==> config.mk <==
export PLATFORM = sky130hd
export DESIGN_NAME = ps2_host_tx_flat
export DESIGN_NICKNAME = d
export VERILOG_FILES = /design/src/rtl/ps2_host_tx_if.sv /design/src/rtl/ps2_host_tx.sv /design/src/flat_wrapper.sv
export SDC_FILE = /design/constraint.sdc
export NUM_CORES = 1
export LEC_CHECK = 0
export BUFFER_PORTS_ARGS = -buffer_cell sky130_fd_sc_hd__buf_2
export CAP_MARGIN = 20
export CORE_ASPECT_RATIO = 0.7
export CORE_UTILIZATION = 62
export CTS_CLUSTER_DIAMETER = 60
export DETAILED_ROUTE_END_ITERATION = 10
export PLACE_DENSITY = 0.9
export SLEW_MARGIN = 20
export SYNTH_ARGS = -nofsm -noshare
export SYNTH_HDL_FRONTEND = slang
export SYNTH_SLANG_ARGS = --single-unit
export TNS_END_PERCENT = 10
==> constraint.sdc <==
create_clock -name clk_sys -period 3.4 [get_ports clk_sys]
set_input_delay 0.68 -clock clk_sys [delete_from_list [all_inputs] [get_ports clk_sys]]
set_output_delay 0.68 -clock clk_sys [all_outputs]
set_load 0.01 [all_outputs]
==> src/rtl/ps2_host_tx_if.sv <==
// Command handshake and transfer status between a command source and ps2_host_tx.
interface ps2_host_tx_if;
    logic [7:0] tx_data;
    logic       tx_valid;
    logic       tx_ready;
    logic       busy;
    logic       done;
    logic       ack_ok;

    modport master (
        output tx_data,
        output tx_valid,
        input  tx_ready,
        input  busy,
        input  done,
        input  ack_ok
    );

    modport slave (
        input  tx_data,
        input  tx_valid,
        output tx_ready,
        output busy,
        output done,
        output ack_ok
    );
endinterface

==> src/rtl/ps2_host_tx.sv <==
// Host-to-device PS/2 transmitter: inhibits the bus, issues a request-to-send, shifts one
// command byte out on device clock falling edges and checks the device ACK.
module ps2_host_tx #(
    parameter int unsigned INHIBIT_CYC = 3360,
    parameter int unsigned TIMEOUT_CYC = 420000
) (
    input  logic         clk_sys,
    input  logic         reset_n,
    ps2_host_tx_if.slave tx,
    input  logic         ps2_kbd_clk,
    input  logic         ps2_kbd_data,
    output logic         ps2_clk_drive,
    output logic         ps2_data_drive
);
    localparam logic [19:0] InhibitLim = 20'(INHIBIT_CYC);
    localparam logic [19:0] TimeoutLim = 20'(TIMEOUT_CYC);

    typedef enum logic [2:0] {
        StIdle,
        StInhibit,
        StBits,
        StAck,
        StWaitIdle,
        StDone
    } state_e;

    logic [1:0]  clk_sync_q, data_sync_q;
    logic [3:0]  clk_win_q, data_win_q;
    logic        clk_filt_q, data_filt_q;
    logic        clk_filt_d, data_filt_d;
    logic        dev_fall;

    state_e      state_q;
    logic [7:0]  shift_q;
    logic        parity_q;
    logic [19:0] inh_cnt_q, to_cnt_q;
    logic [19:0] inh_inc, to_inc;
    logic        to_hit;
    logic [3:0]  edge_cnt_q;
    logic        ack_seen_q;
    logic        clk_drive_q, data_drive_q;
    logic        ready_q, busy_q, done_q, ack_ok_q;

    // Line synchronisers and 4-sample history windows; lines idle high.
    always_ff @(posedge clk_sys or negedge reset_n) begin
        if (!reset_n) begin
            clk_sync_q  <= 2'b11;
            data_sync_q <= 2'b11;
            clk_win_q   <= 4'hf;
            data_win_q  <= 4'hf;
            clk_filt_q  <= 1'b1;
            data_filt_q <= 1'b1;
        end else begin
            clk_sync_q  <= {clk_sync_q[0], ps2_kbd_clk};
            data_sync_q <= {data_sync_q[0], ps2_kbd_data};
            clk_win_q   <= {clk_win_q[2:0], clk_sync_q[1]};
            data_win_q  <= {data_win_q[2:0], data_sync_q[1]};
            clk_filt_q  <= clk_filt_d;
            data_filt_q <= data_filt_d;
        end
    end

    // Filtered level moves only once the whole window agrees; also counter increments.
    always_comb begin
        clk_filt_d = clk_filt_q;
        if (&clk_win_q) begin
            clk_filt_d = 1'b1;
        end else if (~|clk_win_q) begin
            clk_filt_d = 1'b0;
        end
        data_filt_d = data_filt_q;
        if (&data_win_q) begin
            data_filt_d = 1'b1;
        end else if (~|data_win_q) begin
            data_filt_d = 1'b0;
        end
        dev_fall = clk_filt_q & ~clk_filt_d;
        inh_inc  = (&inh_cnt_q) ? inh_cnt_q : inh_cnt_q + 20'd1;
        to_inc   = (&to_cnt_q) ? to_cnt_q : to_cnt_q + 20'd1;
        to_hit   = (to_inc >= TimeoutLim);
    end

    // Transfer FSM with registered line drives and status outputs.
    always_ff @(posedge clk_sys or negedge reset_n) begin
        if (!reset_n) begin
            state_q      <= StIdle;
            shift_q      <= '0;
            parity_q     <= 1'b0;
            inh_cnt_q    <= '0;
            to_cnt_q     <= '0;
            edge_cnt_q   <= '0;
            ack_seen_q   <= 1'b0;
            clk_drive_q  <= 1'b0;
            data_drive_q <= 1'b0;
            ready_q      <= 1'b1;
            busy_q       <= 1'b0;
            done_q       <= 1'b0;
            ack_ok_q     <= 1'b0;
        end else begin
            done_q <= 1'b0;
            unique case (state_q)
                StIdle: begin
                    if (tx.tx_valid && ready_q) begin
                        shift_q      <= tx.tx_data;
                        parity_q     <= ~^tx.tx_data;
                        inh_cnt_q    <= 20'd1;
                        clk_drive_q  <= 1'b1;
                        // Degenerate one-cycle inhibit still needs the overlap cycle.
                        data_drive_q <= (InhibitLim <= 20'd1);
                        ready_q      <= 1'b0;
                        busy_q       <= 1'b1;
                        state_q      <= StInhibit;
                    end
                end
                StInhibit: begin
                    if (inh_cnt_q >= InhibitLim) begin
                        clk_drive_q <= 1'b0;
                        to_cnt_q    <= '0;
                        edge_cnt_q  <= '0;
                        state_q     <= StBits;
                    end else begin
                        inh_cnt_q <= inh_inc;
                        // Start bit goes low in the last inhibit cycle (request-to-send).
                        if (inh_inc >= InhibitLim) begin
                            data_drive_q <= 1'b1;
                        end
                    end
                end
                StBits: begin
                    if (dev_fall) begin
                        to_cnt_q   <= '0;
                        edge_cnt_q <= edge_cnt_q + 4'd1;
                        if (edge_cnt_q < 4'd8) begin
                            data_drive_q <= ~shift_q[0];
                            shift_q      <= {1'b0, shift_q[7:1]};
                        end else if (edge_cnt_q == 4'd8) begin
                            data_drive_q <= ~parity_q;
                        end else begin
                            data_drive_q <= 1'b0;
                            state_q      <= StAck;
                        end
                    end else if (to_hit) begin
                        clk_drive_q  <= 1'b0;
                        data_drive_q <= 1'b0;
                        done_q       <= 1'b1;
                        ack_ok_q     <= 1'b0;
                        state_q      <= StDone;
                    end else begin
                        to_cnt_q <= to_inc;
                    end
                end
                StAck: begin
                    if (dev_fall) begin
                        to_cnt_q   <= '0;
                        ack_seen_q <= ~data_filt_q;
                        state_q    <= StWaitIdle;
                    end else if (to_hit) begin
                        data_drive_q <= 1'b0;
                        done_q       <= 1'b1;
                        ack_ok_q     <= 1'b0;
                        state_q      <= StDone;
                    end else begin
                        to_cnt_q <= to_inc;
                    end
                end
                StWaitIdle: begin
                    if (clk_filt_q && data_filt_q) begin
                        done_q   <= 1'b1;
                        ack_ok_q <= ack_seen_q;
                        state_q  <= StDone;
                    end else if (dev_fall) begin
                        to_cnt_q <= '0;
                    end else if (to_hit) begin
                        data_drive_q <= 1'b0;
                        done_q       <= 1'b1;
                        ack_ok_q     <= 1'b0;
                        state_q      <= StDone;
                    end else begin
                        to_cnt_q <= to_inc;
                    end
                end
                StDone: begin
                    busy_q  <= 1'b0;
                    ready_q <= 1'b1;
                    state_q <= StIdle;
                end
                default: begin
                    clk_drive_q  <= 1'b0;
                    data_drive_q <= 1'b0;
                    ready_q      <= 1'b1;
                    busy_q       <= 1'b0;
                    state_q      <= StIdle;
                end
            endcase
        end
    end

    assign ps2_clk_drive  = clk_drive_q;
    assign ps2_data_drive = data_drive_q;
    assign tx.tx_ready    = ready_q;
    assign tx.busy        = busy_q;
    assign tx.done        = done_q;
    assign tx.ack_ok      = ack_ok_q;

endmodule
==> src/flat_wrapper.sv <==
// flat-port wrapper written by rule: the top's interface ports become plain ports
module ps2_host_tx_flat 
#(
    parameter int unsigned INHIBIT_CYC = 3360,
    parameter int unsigned TIMEOUT_CYC = 420000
)
  (clk_sys, reset_n, ps2_kbd_clk, ps2_kbd_data, ps2_clk_drive, ps2_data_drive, tx_tx_data, tx_tx_valid, tx_tx_ready, tx_busy, tx_done, tx_ack_ok);
  ps2_host_tx_if tx_i ();
  input  logic clk_sys;
  input  logic reset_n;
  input  logic ps2_kbd_clk;
  input  logic ps2_kbd_data;
  output logic ps2_clk_drive;
  output logic ps2_data_drive;
  input wire logic [$bits(tx_i.tx_data)-1:0] tx_tx_data;
  input wire logic [$bits(tx_i.tx_valid)-1:0] tx_tx_valid;
  output wire logic [$bits(tx_i.tx_ready)-1:0] tx_tx_ready;
  output wire logic [$bits(tx_i.busy)-1:0] tx_busy;
  output wire logic [$bits(tx_i.done)-1:0] tx_done;
  output wire logic [$bits(tx_i.ack_ok)-1:0] tx_ack_ok;
  assign tx_i.tx_data = tx_tx_data;
  assign tx_i.tx_valid = tx_tx_valid;
  assign tx_tx_ready = tx_i.tx_ready;
  assign tx_busy = tx_i.busy;
  assign tx_done = tx_i.done;
  assign tx_ack_ok = tx_i.ack_ok;
  ps2_host_tx #(.INHIBIT_CYC(INHIBIT_CYC), .TIMEOUT_CYC(TIMEOUT_CYC)) u_core (.clk_sys(clk_sys), .reset_n(reset_n), .tx(tx_i), .ps2_kbd_clk(ps2_kbd_clk), .ps2_kbd_data(ps2_kbd_data), .ps2_clk_drive(ps2_clk_drive), .ps2_data_drive(ps2_data_drive));
endmodule
==> out/metrics.csv <==
stage;metric;value;unit
placement;globalplace.congestion;0.9397;
min_path;hold_depth;0;
timing;skew;0.01654;ns
clocking;h-tree-depth;3;
logic_synthesis;synthFlopType;dfrtp_1;
worst_setup_path;cp_slowest_stage_delay;0.61;ns
worst_setup_path;r2r_start;u_core.to_cnt_q[11];
floorplan;io_pins;19;
layout;regArea;0.001946;mm2
routing;drt-vias-per-instance;6.412;
worst_setup_path;slowest_stage;or4_4;
floorplan;initial_core_util;64.24;%
clocking;cts.reportedPaths.clkPinSlew;0.10;ns
routing;drc_errors;0;
placement;port_buffers;18;
logic_synthesis;avgSynthCellArea;8.972;um2
layout;multiInputGateArea;0.002248;mm2
layout;final_nets;523;
logic_synthesis;synth_top_area_cell;dfrtp_1;
timing;hold_slack;0.3534;ns
worst_setup_path;crit_arrival;3.43;ns
status;status;complete, no violations;
layout;stdcell_area;0.004800;mm2
clocking;cts_buffer_depth;2;
grt;grt_max_degree;78;
min_path;min_to;u_core.clk_sync_q[1];
logic_synthesis;syn_nets;504;
worst_setup_path;end_kind;flop;
grt;grt_usage;30.31;%
worst_setup_path;path_cells;nand2_2 -> or4_4 -> o211a_1 -> o311ai_2 -> a221oi_2 -> o31ai_4 -> buf_4 -> nand4_1 -> or3_1 -> o21ai_0;
clocking;cts_root_buf;clkbuf_8;
clocking;post_cts_buffers;0;
logic_synthesis;synth.top_cells.by_count;dfrtp_1 (62), nand2_1 (53), nor2_1 (39);
timing;max_freq;0.3173;GHz
worst_setup_path;critical_path_required;3.68;ns
timing;relSlewSlack;37.35;%
floorplan;die_h;72.17;um
routing;drt_iter0_markers;452;
floorplan;dieArea;0.007378;mm2
clocking;numCtsBuffers;9;
grt;grt_pass1_wl;17110;um
pwr;p_leak;0.002103;uW
worst_setup_path;worst_r2r_endpoint;u_core.to_cnt_q[7];
timing;setup_violations;0;
logic_synthesis;ys_seq_area_share;44.62;%
layout;nFillCells;480;
worst_setup_path;r2r_cells;10;
logic_synthesis;synth_edf_count;0;
timing;slew_viol_final;0;
placement;place_hpwl;7307;um
pwr;cellPowerDensity;655.3;mW/mm2
placement;place_area;0.004569;mm2
routing;post_drt_wl_per_cell;17.16;um
job;drv_cap;0;
logic_synthesis;ys_warn_count;0;
timing;fin_crit_sh;92.69;%
routing;ant_nets;0;
worst_setup_path;cp_max_fo;11;
logic_synthesis;syn_area;0.004360;mm2
timing;worst_slew_pin_slew;0.9398;ns
floorplan;core;0.006788;mm2
timing;fin_crit;3.152;ns
grt;grt_antenna_before_repair;0;
logic_synthesis;synth.top_cell.area_share;35.58;%
clocking;clock_sinks;77;
timing;hold_viol;0;
logic_synthesis;netlist_instances;486;
clocking;cts_tree;built;
worst_setup_path;regToRegSetupSlack;0.25;ns
logic_synthesis;synth_area_leaders;dfrtp_1 (36%), dfstp_2 (9.0%), nand2_1 (4.6%), o21ai_0 (4.4%), nor2_1 (3.4%);
clocking;cts_hold_buf;0;
grt;grt_pass1_vias;3508;
pwr;irDropWorstVdd;0.3972;mV
min_path;min_path_type;flop to flop;
min_path;hold_path.startpoint;u_core.clk_sync_q[0];
layout;drive_gt1_share;14.51;%
timing;tns;0;ns
logic_synthesis;yosysMostFrequentCell;dfrtp_1;
layout;area_delta_synth_final;10.07;%
routing;vias;3873;
clocking;insertion_delay;0.37;ns
timing;rsz0062_at_grt;false;
routing;finalWirelength;10360;um
floorplan;die_w;102.2;um
grt;grt-ovfl-total;0;
routing;first_pass_iters;5;
logic_synthesis;ys_async_sr_fraction;100.0;%
worst_setup_path;cp-start-kind;flop;
logic_synthesis;netlist-cell-type-count;62;
floorplan;row_count;25;
logic_synthesis;synth-seq-cells;77;
clocking;ctsResizeCount;0;
layout;antenna_cells;0;
worst_setup_path;crit_type;flop to flop;
## metal layers
layer  up-vias  share of wire, %  GRT usage (%)
met3        12               8.9          8.478
li1       1815                 -              -
met1      1834                46          45.66
met5         -                 0              0
met2       212                44          44.07
met4         0              0.72          5.714
## worst max path at each step
| stage | start | endpoint | slack [ns] | depth (start not counted) |
|---|---|---|---|---|
| final | u_core.to_cnt_q[11] | u_core.to_cnt_q[7] | 0.25 | 10 |
| after global routing | u_core.to_cnt_q[11] | u_core.to_cnt_q[0] | 0.07 | 9 |
| after CTS | u_core.to_cnt_q[11] | u_core.to_cnt_q[15] | 0.29 | 9 |
| after detailed placement | u_core.to_cnt_q[11] | u_core.to_cnt_q[15] | 0.31 | 9 |
| after global placement | u_core.to_cnt_q[11] | u_core.to_cnt_q[15] | 0.42 | 9 |
| after floorplan | u_core.to_cnt_q[12] | u_core.to_cnt_q[15] | 0.45 | 12 |
## through the flow
| step | std cells | util, % | setup WS, ns | total power, uW |
|---|---|---|---|---|
| global route | 604 | 70.71 | 0.07055 | 3312 |
| detailed placement | 588 | 67.32 | 0.3125 | 2319 |
| floorplan | 486 | - | 0.4490 | 2028 |
| CTS | 604 | 70.71 | 0.2927 | 3127 |
| global placement | 588 | 67.32 | 0.4203 | 2264 |
| finish | 604 | 70.71 | 0.2484 | 3145 |
## state kept, by name (all words and copies together), names as in the netlist, 2 cells and up
| signal | cells |
|---|---|
| u_core.clk_sync_q | 2 |
| u_core.inh_cnt_q | 20 |
| u_core.data_sync_q | 2 |
| u_core.data_win_q | 4 |
| u_core.state_q | 3 |
| u_core.clk_win_q | 4 |
| u_core.shift_q | 8 |
| u_core.to_cnt_q | 20 |
| u_core.edge_cnt_q | 4 |
## layout by cell type, fill, tap and decap left out, types with 3 or more instances in the layout
cell type  synthesis  final
a21o_1             5      5
a21oi_1           26     26
a22o_1             3      3
a31oi_1            7      7
and2_1            10     10
and3_1            12     12
buf_2              4     17
buf_4              0     16
clkbuf_8           0      9
dfrtp_1           62     62
dfstp_2           15     15
ha_1               5      5
inv_1             14     14
mux2i_1           10     10
nand2_1           53     53
nand2b_1           7      7
nand3_1           21     21
nand4_1           14     14
nor2_1            39     39
nor2b_1            6      6
nor3_1            16     16
nor4_1             5      5
o211ai_1           9      9
o21ai_0           38     38
o22a_1             3      3
o31ai_1           14     14
or3_1              9      9
xnor2_1            8      8
xor2_1            11     11
## critical path, delay by kind of cell, from the launching register on
kind	cells	cell delay [ns]
DFF	1	0.50
AOI/OAI and AO/OA	5	1.06
buffers and inverters	1	0.21
and+or+nand+nor	4	1.29
## cell type report
type	count	share of cell area [%]
clock buffer	9	2.581
clock inverter	7	2.216
inverter	14	1.095
multi-input combinational	370	46.85
sequential	77	40.54
tap	94	2.450
timing repair buffer	33	4.275
## power breakdown
part	switching, uW	internal (uW)
clock network	383	426
registers	250	1120
logic	587	383
total	1220	1930
## kinds of logic (layout without fill, tap and decap cells)
family	Yosys count	count (layout)	share of synthesized area (%)
buffers and inverters	39	63	3.816
AOI/OAI and AO/OA	129	129	19.77
muxes	11	11	2.554
xor gates and xnor gates	19	19	3.816
DFF	77	77	44.62
adders and majority gates	5	5	1.435
and+or+nand+nor	206	206	23.99
No activity file was read; power rests on OpenSTA's default activity.
